<file path="src/rtl/bloom_query.sv">
// Query side of the Bloom-filter path: owns the filter array, applies inserts/clear,
// and hashes query words serially. Optional hit/miss counters under BLOOM_QUERY_STATS_EN.
module bloom_query #(
  parameter int D_SIZE    = 32,
  parameter int HASH_SIZE = 8,
  parameter int BL_SIZE   = 256
) (
  input  logic                 clk,
  input  logic                 rst,
  input  logic                 clear,
  input  logic                 ins_valid,
  input  logic [HASH_SIZE-1:0] ins_hash,
  input  logic                 q_valid,
  output logic                 q_ready,
  input  logic [D_SIZE-1:0]    q_data,
  output logic                 r_valid,
  input  logic                 r_ready,
  output logic                 r_hit,
  output logic [15:0]          hit_cnt,
  output logic [15:0]          miss_cnt
);

  localparam int N  = D_SIZE / 5;
  localparam int IW = $clog2(BL_SIZE);
  localparam int CW = (N > 1) ? $clog2(N) : 1;
  localparam logic [HASH_SIZE-1:0] H_INIT  = HASH_SIZE'(5'd31);
  localparam logic [CW-1:0]        CNT_END = CW'(N - 1);

  typedef enum logic [1:0] {IDLE, HASH, LOOKUP, RESP} state_t;

  state_t               state_q, state_d;
  logic [D_SIZE-1:0]    data_q, data_d;
  logic [HASH_SIZE-1:0] h_q, h_d;
  logic [CW-1:0]        cnt_q, cnt_d;
  logic                 q_ready_q, q_ready_d;
  logic                 r_valid_q, r_valid_d;
  logic                 r_hit_q, r_hit_d;
  logic [BL_SIZE-1:0]   array_q, array_d;

  // One fold of the insert-side hash: (h ^ chunk) * 17, done as shift-add.
  function automatic logic [HASH_SIZE-1:0] hash_step(input logic [HASH_SIZE-1:0] h,
                                                     input logic [4:0] chunk);
    logic [HASH_SIZE-1:0] x;
    x = h ^ HASH_SIZE'(chunk);
    return (x << 4) + x;
  endfunction

  // Filter array next value; lookups read array_d so same-edge insert/clear is forwarded.
  always_comb begin
    array_d = array_q;
    if (clear) begin
      array_d = '0;
    end else if (ins_valid) begin
      array_d[ins_hash[IW-1:0]] = 1'b1;
    end else begin
      array_d = array_q;
    end
  end

  // Query FSM next-state and datapath.
  always_comb begin
    state_d   = state_q;
    data_d    = data_q;
    h_d       = h_q;
    cnt_d     = cnt_q;
    q_ready_d = q_ready_q;
    r_valid_d = r_valid_q;
    r_hit_d   = r_hit_q;
    case (state_q)
      IDLE: begin
        if (q_valid) begin
          data_d    = q_data;
          h_d       = H_INIT;
          cnt_d     = '0;
          q_ready_d = 1'b0;
          state_d   = HASH;
        end else begin
          q_ready_d = 1'b1;
        end
      end
      HASH: begin
        h_d    = hash_step(h_q, data_q[4:0]);
        data_d = data_q >> 3'd5;
        cnt_d  = cnt_q + CW'(1);
        if (cnt_q == CNT_END) begin
          state_d = LOOKUP;
        end else begin
          state_d = HASH;
        end
      end
      LOOKUP: begin
        r_hit_d   = array_d[h_q[IW-1:0]];
        r_valid_d = 1'b1;
        state_d   = RESP;
      end
      RESP: begin
        if (r_ready) begin
          r_valid_d = 1'b0;
          q_ready_d = 1'b1;
          state_d   = IDLE;
        end else begin
          state_d = RESP;
        end
      end
      default: begin
        state_d   = IDLE;
        q_ready_d = 1'b1;
        r_valid_d = 1'b0;
      end
    endcase
  end

  // State, datapath and filter array registers.
  always_ff @(posedge clk or posedge rst) begin
    if (rst) begin
      state_q   <= IDLE;
      data_q    <= '0;
      h_q       <= '0;
      cnt_q     <= '0;
      q_ready_q <= 1'b1;
      r_valid_q <= 1'b0;
      r_hit_q   <= 1'b0;
      array_q   <= '0;
    end else begin
      state_q   <= state_d;
      data_q    <= data_d;
      h_q       <= h_d;
      cnt_q     <= cnt_d;
      q_ready_q <= q_ready_d;
      r_valid_q <= r_valid_d;
      r_hit_q   <= r_hit_d;
      array_q   <= array_d;
    end
  end

  assign q_ready = q_ready_q;
  assign r_valid = r_valid_q;
  assign r_hit   = r_hit_q;

`ifdef BLOOM_QUERY_STATS_EN
  logic [15:0] hit_cnt_q, hit_cnt_d;
  logic [15:0] miss_cnt_q, miss_cnt_d;

  // Saturating counters bumped once per lookup; clear does not touch them.
  always_comb begin
    hit_cnt_d  = hit_cnt_q;
    miss_cnt_d = miss_cnt_q;
    if (state_q == LOOKUP) begin
      if (r_hit_d && (hit_cnt_q != 16'hFFFF)) begin
        hit_cnt_d = hit_cnt_q + 16'd1;
      end else if (!r_hit_d && (miss_cnt_q != 16'hFFFF)) begin
        miss_cnt_d = miss_cnt_q + 16'd1;
      end else begin
        hit_cnt_d  = hit_cnt_q;
        miss_cnt_d = miss_cnt_q;
      end
    end else begin
      hit_cnt_d  = hit_cnt_q;
      miss_cnt_d = miss_cnt_q;
    end
  end

  // Counter registers.
  always_ff @(posedge clk or posedge rst) begin
    if (rst) begin
      hit_cnt_q  <= 16'd0;
      miss_cnt_q <= 16'd0;
    end else begin
      hit_cnt_q  <= hit_cnt_d;
      miss_cnt_q <= miss_cnt_d;
    end
  end

  assign hit_cnt  = hit_cnt_q;
  assign miss_cnt = miss_cnt_q;
`else
  assign hit_cnt  = 16'h0000;
  assign miss_cnt = 16'h0000;
`endif

endmodule

</file>
<file path="config.mk">
export PLATFORM = sky130hd
export DESIGN_NAME = bloom_query
export DESIGN_NICKNAME = d
export VERILOG_FILES = /design/src/rtl/bloom_query.sv
export SDC_FILE = /design/constraint.sdc
export NUM_CORES = 1
export LEC_CHECK = 0
export ABC_CLOCK_PERIOD_IN_PS = 24200
export CAP_MARGIN = 5
export CORE_MARGIN = 8
export CORE_UTILIZATION = 45
export DETAILED_ROUTE_END_ITERATION = 10
export GPL_TIMING_DRIVEN = 0
export SYNTH_ARGS = -nofsm -noshare
export SYNTH_HDL_FRONTEND = slang
export SYNTH_SLANG_ARGS = --single-unit
</file>
<file path="constraint.sdc">
create_clock -name clk -period 24.2 [get_ports clk]
set_input_delay 3.63 -clock clk [delete_from_list [all_inputs] [get_ports clk]]
set_output_delay 3.63 -clock clk [all_outputs]
set_load 0.02 [all_outputs]
</file>
==> flow_summary.yaml, run 1 <==
grt:
  grt_pass1_wl_um: 102600
  grt_pass1_vias: 14190
  grt.overflow.total: 0
  grt_max_degree: 100
  grtUsageTotal_pct: 34.54
  antenna_found_initial: 4
flow_run:
  maxCapViolCount: 0
routing:
  drcViolationCount: 0
  routed_via_density: 6.648
  drt-wirelength-per-cell_um: 31.91
  postRouteAntennaNets: 0
  drt-pass1-iter-count: 6
  vias: 15090
  drtIter0Drc: 2047
  totalWireLength_um: 72440
setup_path:
  reg2reg_from: "h_q[1]$_DFFE_PP0P_"
  worstPathMaxFanout: 10
  cp.required_ns: 24.58
  endpoint_kind: "register"
  crit_type: "input pin to register"
  cp-start-kind: "input pin"
  r2r_cells: 10
  r2r_slack_ns: 19.40
  r2r-end: "r_hit$_DFFE_PP0P_"
  worstPathArrival_ns: 7.86
place:
  dpl.hpwl_um: 50250
  gp_congestion: 1.066
  port_buffers: 41
  placed_area_um2: 16630
floorplan:
  chipHeight_um: 201.0
  core.rowCount: 67
  coreArea_um2: 33620
  start_util_pct: 45.83
  chipWidth_um: 201.0
  num_io_pins: 81
  die_area_um2: 40410
synthesis:
  synth.most_common_cell: "nor2_1"
  syn_area_per_cell_um2: 9.192
  yosys.area.top_type: "dfrtp_1"
  async_flop_share_pct: 100.0
  yosysSeqAreaShare_pct: 49.39
  synthTopCellsByArea: "dfrtp_1 (49%), nor2_1 (7.5%), a31oi_1 (6.1%)"
  syn_inst: 1676
  ys.flop_type: "dfrtp_1"
  synth_edf_count: 0
  ys_warn_count: 0
  syn_area_um2: 15410
  synthTopCellsByCount: "nor2_1 (306), dfrtp_1 (303), a31oi_1 (150)"
  synth_seq_cells: 304
  synth.distinct_cells: 87
  synthDominantCellAreaShare_pct: 49.22
status:
  status: "completed"
cells_and_area:
  multiInputGateArea_um2: 6844
  stdcell_area_um2: 17880
  ff_latch_area_um2: 7609
  num-fill-cells: 3162
  nets: 1843
  drive_above_1_share_pct: 12.62
  areaGrowthSynthToFinish_pct: 16.09
power_and_ir_drop:
  leakage_nw: 7.936
  p_per_area_nw_per_um2: 104.4
  irDropWorstVdd_uv: 56.83
  totalPowerFinal_mw: 1.867
sta:
  fmax_mhz: 133.7
  holdWs_ns: 0.4713
  fin_crit_sh_pct: 30.90
  final.setup.tns_ns: 0
  hold_viol: 0
  slew_headroom_pct: 14.79
  rsz0062_at_grt: "no"
  setup_violations: 0
  worstMarginPinSlew_ns: 1.273
  finalCriticalPeriod_ns: 7.479
  maxSlewViolCount: 0
  finClkSkew_ns: 0.01660
worst_hold_path:
  holdPathStages: 2
  min-delay-start: "array_q[190]$_DFF_PP0_"
  worstHoldEndpoint: "array_q[190]$_DFF_PP0_"
  holdCritPathClass: "register to register"
clocking:
  numCtsBuffers: 35
  clock-sinks: 304
  cts_tree: "built"
  insertion_delay_ns: 0.54
  clk_pin_slew_ns: 0.06
  htree_levels: 2
  cts_setup_buffers: 0
  cts_root_buf: "clkbuf_16"
  cts_hold_buf: 0
  ctsResizeCount: 0
  cts_buffer_depth: 3
[report_power, final]
group	internal (mW)	switching, mW
logic	0.190	0.519
clock network	0.350	0.229
registers	0.549	0.0290
[flip-flops by register name, indices dropped and copies added, names as in the netlist]
register	flops
state_q	2
r_valid	1
array_q	256
q_ready	1
h_q	8
data_q	32
r_hit	1
cnt_q	3
[through the flow]
| stage | setup WS [ns] | utilization, % | cells |
|---|---|---|---|
| after CTS | 17.03 | 53.15 | 2263 |
| after detailed placement | 16.48 | 49.48 | 2202 |
| after floorplan | 12.17 | - | 1707 |
| final | 16.72 | 53.20 | 2270 |
| after global placement | 7.955 | 49.06 | 2196 |
| after global routing | 16.79 | 53.15 | 2263 |
[cell type report]
class | count | area share [%]
flip-flops and latches | 304 | 42.54
multi-input cells | 1184 | 38.27
plain buffers | 201 | 5.716
clock buffers | 46 | 5.695
well taps | 448 | 3.134
repair buffers | 47 | 2.924
clock inverters | 15 | 1.203
inverters | 18 | 0.4198
diodes | 7 | 0.09794
[cell families (layout without fill, tap and decap cells)]
kind of cell             Yosys count  count (layout)  share of synthesized area, %
AO/OA/AOI/OAI                    529             529                         22.79
XOR/XNOR                          13              13                        0.7391
adder cells (fa/ha/maj)            6               6                        0.5360
buffers and inverters            219             327                         7.074
flip-flops                       304             304                         49.39
multiplexers                      29              29                         2.022
other                              1              39                       0.02434
AND/OR/NAND/NOR                  575             575                         17.43
[worst max path at each step]
stage | from | to | slack [ns] | cells past startpoint
after floorplan | rst | array_q[0]$_DFF_PP0_ | 12.17 | 1
after global placement | rst | array_q[208]$_DFF_PP0_ | 7.96 | 2
after detailed placement | clear | r_hit$_DFFE_PP0P_ | 16.48 | 11
after CTS | clear | r_hit$_DFFE_PP0P_ | 17.03 | 11
after global routing | clear | r_hit$_DFFE_PP0P_ | 16.79 | 11
final | clear | r_hit$_DFFE_PP0P_ | 16.72 | 11
[layout by cell type, fill, tap and decap left out, types with 14 or more instances in the layout]
cell type and n:
dfrtp_1 303, clkbuf_1 63, nor2_1 306, buf_1 18, nor3_1 16, o21ai_0 38
nand3_1 23, mux2i_1 21, a31oi_1 150, nand2b_1 24, clkdlybuf4s50_1 41, buf_4 42
inv_1 14, buf_2 78, a211oi_1 28, a21oi_1 145, nand2_1 111, clkbuf_16 36
conb_1 32, nor2b_1 17
[per-layer routing]
metal / vias to the layer above / track usage, % / wire length [um]
met3: 281 / 12.89 / 9030
met1: 7440 / 45.94 / 29290
met2: 1126 / 47.40 / 29220
li1: 6243 / - / -
met5: - / 0 / 13
met4: 2 / 19.87 / 4887
[critical path, cell delays in order]
cell and delay [ns]:
clkdlybuf4s50_1 0.70, buf_4 0.28, buf_4 0.22, buf_2 0.36, buf_2 0.39, nor3_1 0.11, o41ai_1 0.98, nand4b_1 0.41
a32oi_1 0.44, o211a_1 0.23, a211oi_2 0.10
(Power assumes the default switching activity.)
==> run 2: changes to the inputs <==
--- a/config.mk
+++ b/config.mk
@@ -5,7 +5,7 @@
 export SDC_FILE = /design/constraint.sdc
 export NUM_CORES = 1
 export LEC_CHECK = 0
-export ABC_CLOCK_PERIOD_IN_PS = 24200
+export ABC_CLOCK_PERIOD_IN_PS = 7500
 export CAP_MARGIN = 5
 export CORE_MARGIN = 8
 export CORE_UTILIZATION = 45
==> constraint.sdc (replaced) <==
create_clock -name clk -period 7.5 [get_ports clk]
set_input_delay 1.125 -clock clk [delete_from_list [all_inputs] [get_ports clk]]
set_output_delay 1.125 -clock clk [all_outputs]
set_load 0.02 [all_outputs]
==> flow_summary.yaml, run 2 (synthesized netlist as in run 1, its figures left out) <==
cells_and_area:
  layout_commonest_cell: "nor2_1"
  final_cell_mix: "nor2_1 (306), dfrtp_1 (303), a31oi_1 (150)"
  areaGrowthSynthToFinish_pct: 16.62
  nets: 1851
  final_util_pct: 53.45
  largest_register: "array_q"
  stdcell_area_um2: 17970
  drive_above_1_share_pct: 12.82
  top_regs: "array_q (256), data_q (32), h_q (8)"
  largest_reg_flops: 256
sta:
  setup_violations: 0
  finalCriticalPeriod_ns: 4.667
  finClkSkew_ns: 0.01363
  final.setup.tns_ns: 0
  rsz0062_at_grt: "no"
  worst_slack_ns: 2.833
  fmax_mhz: 214.3
  fin_crit_sh_pct: 62.23
  hold_viol: 0
  worstMarginPinSlew_ns: 1.399
  slew_headroom_pct: 6.411
  maxSlewViolCount: 0
setup_path:
  cp.required_ns: 7.96
  r2r-end: "r_hit$_DFFE_PP0P_"
  slowest_stage: "nand2_1"
  endpoint_kind: "register"
  cp_slowest_stage_delay_ns: 0.71
  worstPathMaxFanout: 10
  critical_path.cell_chain: "clkdlybuf4s50_1 -> buf_4 -> nor2b_1 -> nand2_1 -> a211o_1 -> o2111ai_1 -> o211ai_1 -> a21oi_1 -> o22ai_1 -> a211oi_2"
  cp-start-kind: "input pin"
  r2r_cells: 10
  reg2reg_from: "h_q[1]$_DFFE_PP0P_"
  crit_type: "input pin to register"
  r2r_slack_ns: 2.83
  worstPathArrival_ns: 5.13
place:
  dpl.hpwl_um: 51920
  pre_cts_ws_ns: 2.525
  placed_area_um2: 16720
  gp_congestion: 1.054
  port_buffers: 41
floorplan:
  chipWidth_um: 201.0
  core.rowCount: 67
  start_util_pct: 45.83
  die_area_um2: 40410
  num_io_pins: 81
  chipHeight_um: 201.0
  coreArea_um2: 33620
routing:
  drt-pass1-iter-count: 5
  routed_via_density: 6.749
  drt-wirelength-per-cell_um: 32.51
  drcViolationCount: 0
  postRouteAntennaNets: 0
  vias: 15350
  drtIter0Drc: 2312
  totalWireLength_um: 73950
clocking:
  htree_levels: 2
  insertion_delay_ns: 0.55
  cts_hold_buf: 0
  clk_pin_slew_ns: 0.06
  clock-sinks: 304
  cts_setup_buffers: 0
  cts_buffer_depth: 3
  cts_root_buf: "clkbuf_16"
  cts_tree: "built"
  numCtsBuffers: 37
  ctsResizeCount: 0
worst_hold_path:
  holdCritPathClass: "register to register"
  min-delay-start: "array_q[81]$_DFF_PP0_"
  holdPathStages: 2
  worstHoldEndpoint: "array_q[81]$_DFF_PP0_"
power_and_ir_drop:
  irDropWorstVdd_uv: 238.1
  totalPowerFinal_mw: 5.997
  leakage_nw: 7.970
  p_per_area_nw_per_um2: 333.7
grt:
  grt_max_degree: 40
  grtUsageTotal_pct: 35.61
  antenna_found_initial: 5
  grt_pass1_vias: 14760
  grt.overflow.total: 0
  grt_pass1_wl_um: 106100
status:
  status: "completed"
flow_run:
  maxCapViolCount: 0
-- run 2: worst max-delay path by stage --
| stage | startpoint | endpoint | depth (start not counted) |
|---|---|---|---|
| CTS | clear | r_hit$_DFFE_PP0P_ | 10 |
| floorplan | rst | array_q[0]$_DFF_PP0_ | 1 |
| global route | clear | r_hit$_DFFE_PP0P_ | 11 |
| global placement | rst | array_q[113]$_DFF_PP0_ | 2 |
| finish | clear | r_hit$_DFFE_PP0P_ | 10 |
| detailed placement | clear | r_hit$_DFFE_PP0P_ | 11 |
-- run 2: power by group --
group          total (mW)  leakage [nW]  switching, mW  internal (mW)
clock network        1.86         0.614          0.741           1.12
logic                2.27          3.22           1.66          0.616
registers            1.86          4.14         0.0893           1.77
-- run 2: routing by layer --
metal	part of all wire, %	wire length (um)	GRT usage (%)
met5	0.023	17	0
met4	7.2	5327	22.81
met3	12	9204	9.940
met2	41	30360	50.12
met1	39	29040	47.50
-- run 2: area by class of cell --
cell class | count | area [um2]
fillers | 3133 | 15650
multi-input cells | 1184 | 6835
repair buffers | 53 | 624.3
clock buffers | 53 | 1099
well taps | 448 | 560.5
flip-flops and latches | 304 | 7609
clock inverters | 12 | 141.4
diodes | 2 | 5.005
plain buffers | 201 | 1022
inverters | 18 | 71.32
-- run 2: critical path: cells and delay by family --
kind                   cells  cell delay (ns)
AOI/OAI and AO/OA          6             1.66
and+or+nand+nor            2             1.41
buffers and inverters      2             0.92
-- run 2: stage by stage --
stage | hold WS (ns) | std cells
CTS | 0.4649 | 2273
global route | 0.4793 | 2273
detailed placement | 0.4521 | 2208
floorplan | 0.4325 | 1707
finish | 0.4830 | 2275
global placement | 0.4462 | 2196
==> run 3: changes to the inputs <==
--- a/config.mk
+++ b/config.mk
@@ -5,7 +5,7 @@
 export SDC_FILE = /design/constraint.sdc
 export NUM_CORES = 1
 export LEC_CHECK = 0
-export ABC_CLOCK_PERIOD_IN_PS = 7500
+export ABC_CLOCK_PERIOD_IN_PS = 4800
 export CAP_MARGIN = 5
 export CORE_MARGIN = 8
 export CORE_UTILIZATION = 45
==> constraint.sdc (replaced) <==
create_clock -name clk -period 4.8 [get_ports clk]
set_input_delay 0.72 -clock clk [delete_from_list [all_inputs] [get_ports clk]]
set_output_delay 0.72 -clock clk [all_outputs]
set_load 0.02 [all_outputs]
==> results of run 3 <==
Same layout as run 2 (identical final DEF). Status: completed.
Among the figures that moved: setup slack after placement 2.525 ns -> 0.2302 ns; setup slack after layout 2.833 ns -> 0.1340 ns; start point of the critical path clear -> h_q[1]$_DFFE_PP0P_; register-to-register setup slack 2.83 ns -> 0.13 ns; total power 5.997 mW -> 9.370 mW; worst IR drop on VDD 238.1 uV -> 372.0 uV
==> RTL change, RTL diff (settings of run 3) <==
Set the parameter `D_SIZE` to 16 (it was 32).
--- a/src/rtl/bloom_query.sv
+++ b/src/rtl/bloom_query.sv
@@ -2,5 +2,5 @@
 // and hashes query words serially. Optional hit/miss counters under BLOOM_QUERY_STATS_EN.
 module bloom_query #(
-  parameter int D_SIZE    = 32,
+  parameter int D_SIZE    = 16,
   parameter int HASH_SIZE = 8,
   parameter int BL_SIZE   = 256
Ports: changed (resized q_data); port bits go from 81 to 65. The function was not compared with the original's and may differ.
==> RTL change against run 3 <==
Worst setup slack better by 0.36 ns; via count is 12% lower; wire length shrank 16%; area after synthesis is 6.9% lower; combinational power shrank 20%; design area decreased by 7.8%; power fell by 13%; sequential power fell by 8.9%; sequential cell count shrank 17; critical path type is now in2reg; critical endpoint unchanged; highest routed layer is now met4.
==> RTL change: results (changes against run 3) <==
* Status: finished, final reports clean
* Post-DR vias/cell at 6.518 (-3.4%)
* Num CTS Buffers at 34 (-8.1%)
* Non-Filler Instances at 2082 (-8.5%)
* # diodes at 0 (-2)
* Cells after synthesis at 1549 (-7.6%)
* IO buf count at 31 (-24%)
* DP Area at 15450 µm² (-7.6%)
* Worst vdd rail ir drop at 350.5 µV (-5.8%)
* Largest net degree at the start of global routing at 42 (+5.0%)
* R2r setup slk at 0.63 ns (+0.50 ns)
* Synth top cells by count: nor2_1, dfrtp_1, a21oi_1
* Layout cells sized above 1 at 0.1173 (-0.01096)
* First-pass GRT wire length at 90470 µm (-15%)
* Top Family by Delay on Critical Path: buffers and inverters
* Relative slew slack at 0.1132 (+0.04906)
* DRT Pass-1 Iters at 7 (+2)
* Placer Congestion at 1.017 (-3.5%)
* Wire per inst at 29.83 µm (-8.2%)
* Critical Path Start: ins_hash[3]
* LEAKAGE at 0.007204 µW (-9.6%)
* Tcrit/Tclk final at 0.8965 (-0.07560)
* Clk power at 2630 µW (-9.6%)
* CP max stage cell: clkbuf_1
* Place WS at 0.2804 ns (+0.05013 ns)
* Fin nets at 1691 (-8.6%)
* CP max stage delay at 0.94 ns (-0.30 ns)
* Hold Path Depth at 2 (unchanged)
* HP Start: array_q[228]
* Register area share after synthesis at 0.5009 (+0.007004)
* Top flop regs: array_q (256), data_q (16), h_q (8)
* DRT iter0 DRCs at 1873 (-19%)
* Via count of the first global-routing pass at 13211 (-10%)
* Unique masters post-synth at 85 (-2.3%)
* Worst skew pair latency at 0.52 ns (-0.03 ns)
* Largest cells by area after synthesis: dfrtp_1, nor2_1, a21oi_1
* Hold Path Sink: array_q[228]
* YS warnings at 0 (unchanged)
* CP arrival at 4.71 ns (-0.42 ns)
* Placed cell count at 2022 (-8.4%)
* Tot Pwr at 8129 µW (-13%)
* Part of the power in registers at 0.327 (+0.016)
* All-layer global routing usage at 0.3218 (-0.03421)
==> RTL change: area by class of cell <==
class	count	area, µm²
fill	2983	14900
sequential	287	7183
multi-input combinational	1098	6296
clock buffer	49	978.4
buffer	180	927.1
tap	402	503.0
timing repair buffer	40	485.5
clock inverter	11	138.9
inverter	15	60.06
==> RTL change: routing by layer <==
layer | vias to the layer above | part of all wire | global-route usage | wire length (µm)
met5 | - | 0 | 0 | 0
met4 | 0 | 0.068 | 0.1912 | 4247
met3 | 234 | 0.12 | 0.08931 | 7437
met2 | 943 | 0.42 | 0.4657 | 25950
met1 | 6660 | 0.39 | 0.4257 | 24480
li1 | 5734 | - | - | -
==> RTL change: logic make-up after synthesis <==
family / after synthesis / synth area share
and+or+nand+nor: 511 / 0.1675
AOI/OAI and AO/OA: 502 / 0.2206
DFF: 287 / 0.5009
buffers and inverters: 195 / 0.06857
muxes: 38 / 0.03123
xor gates and xnor gates: 10 / 0.006107
adders and majority gates: 5 / 0.004886
other: 1 / 0.0002615
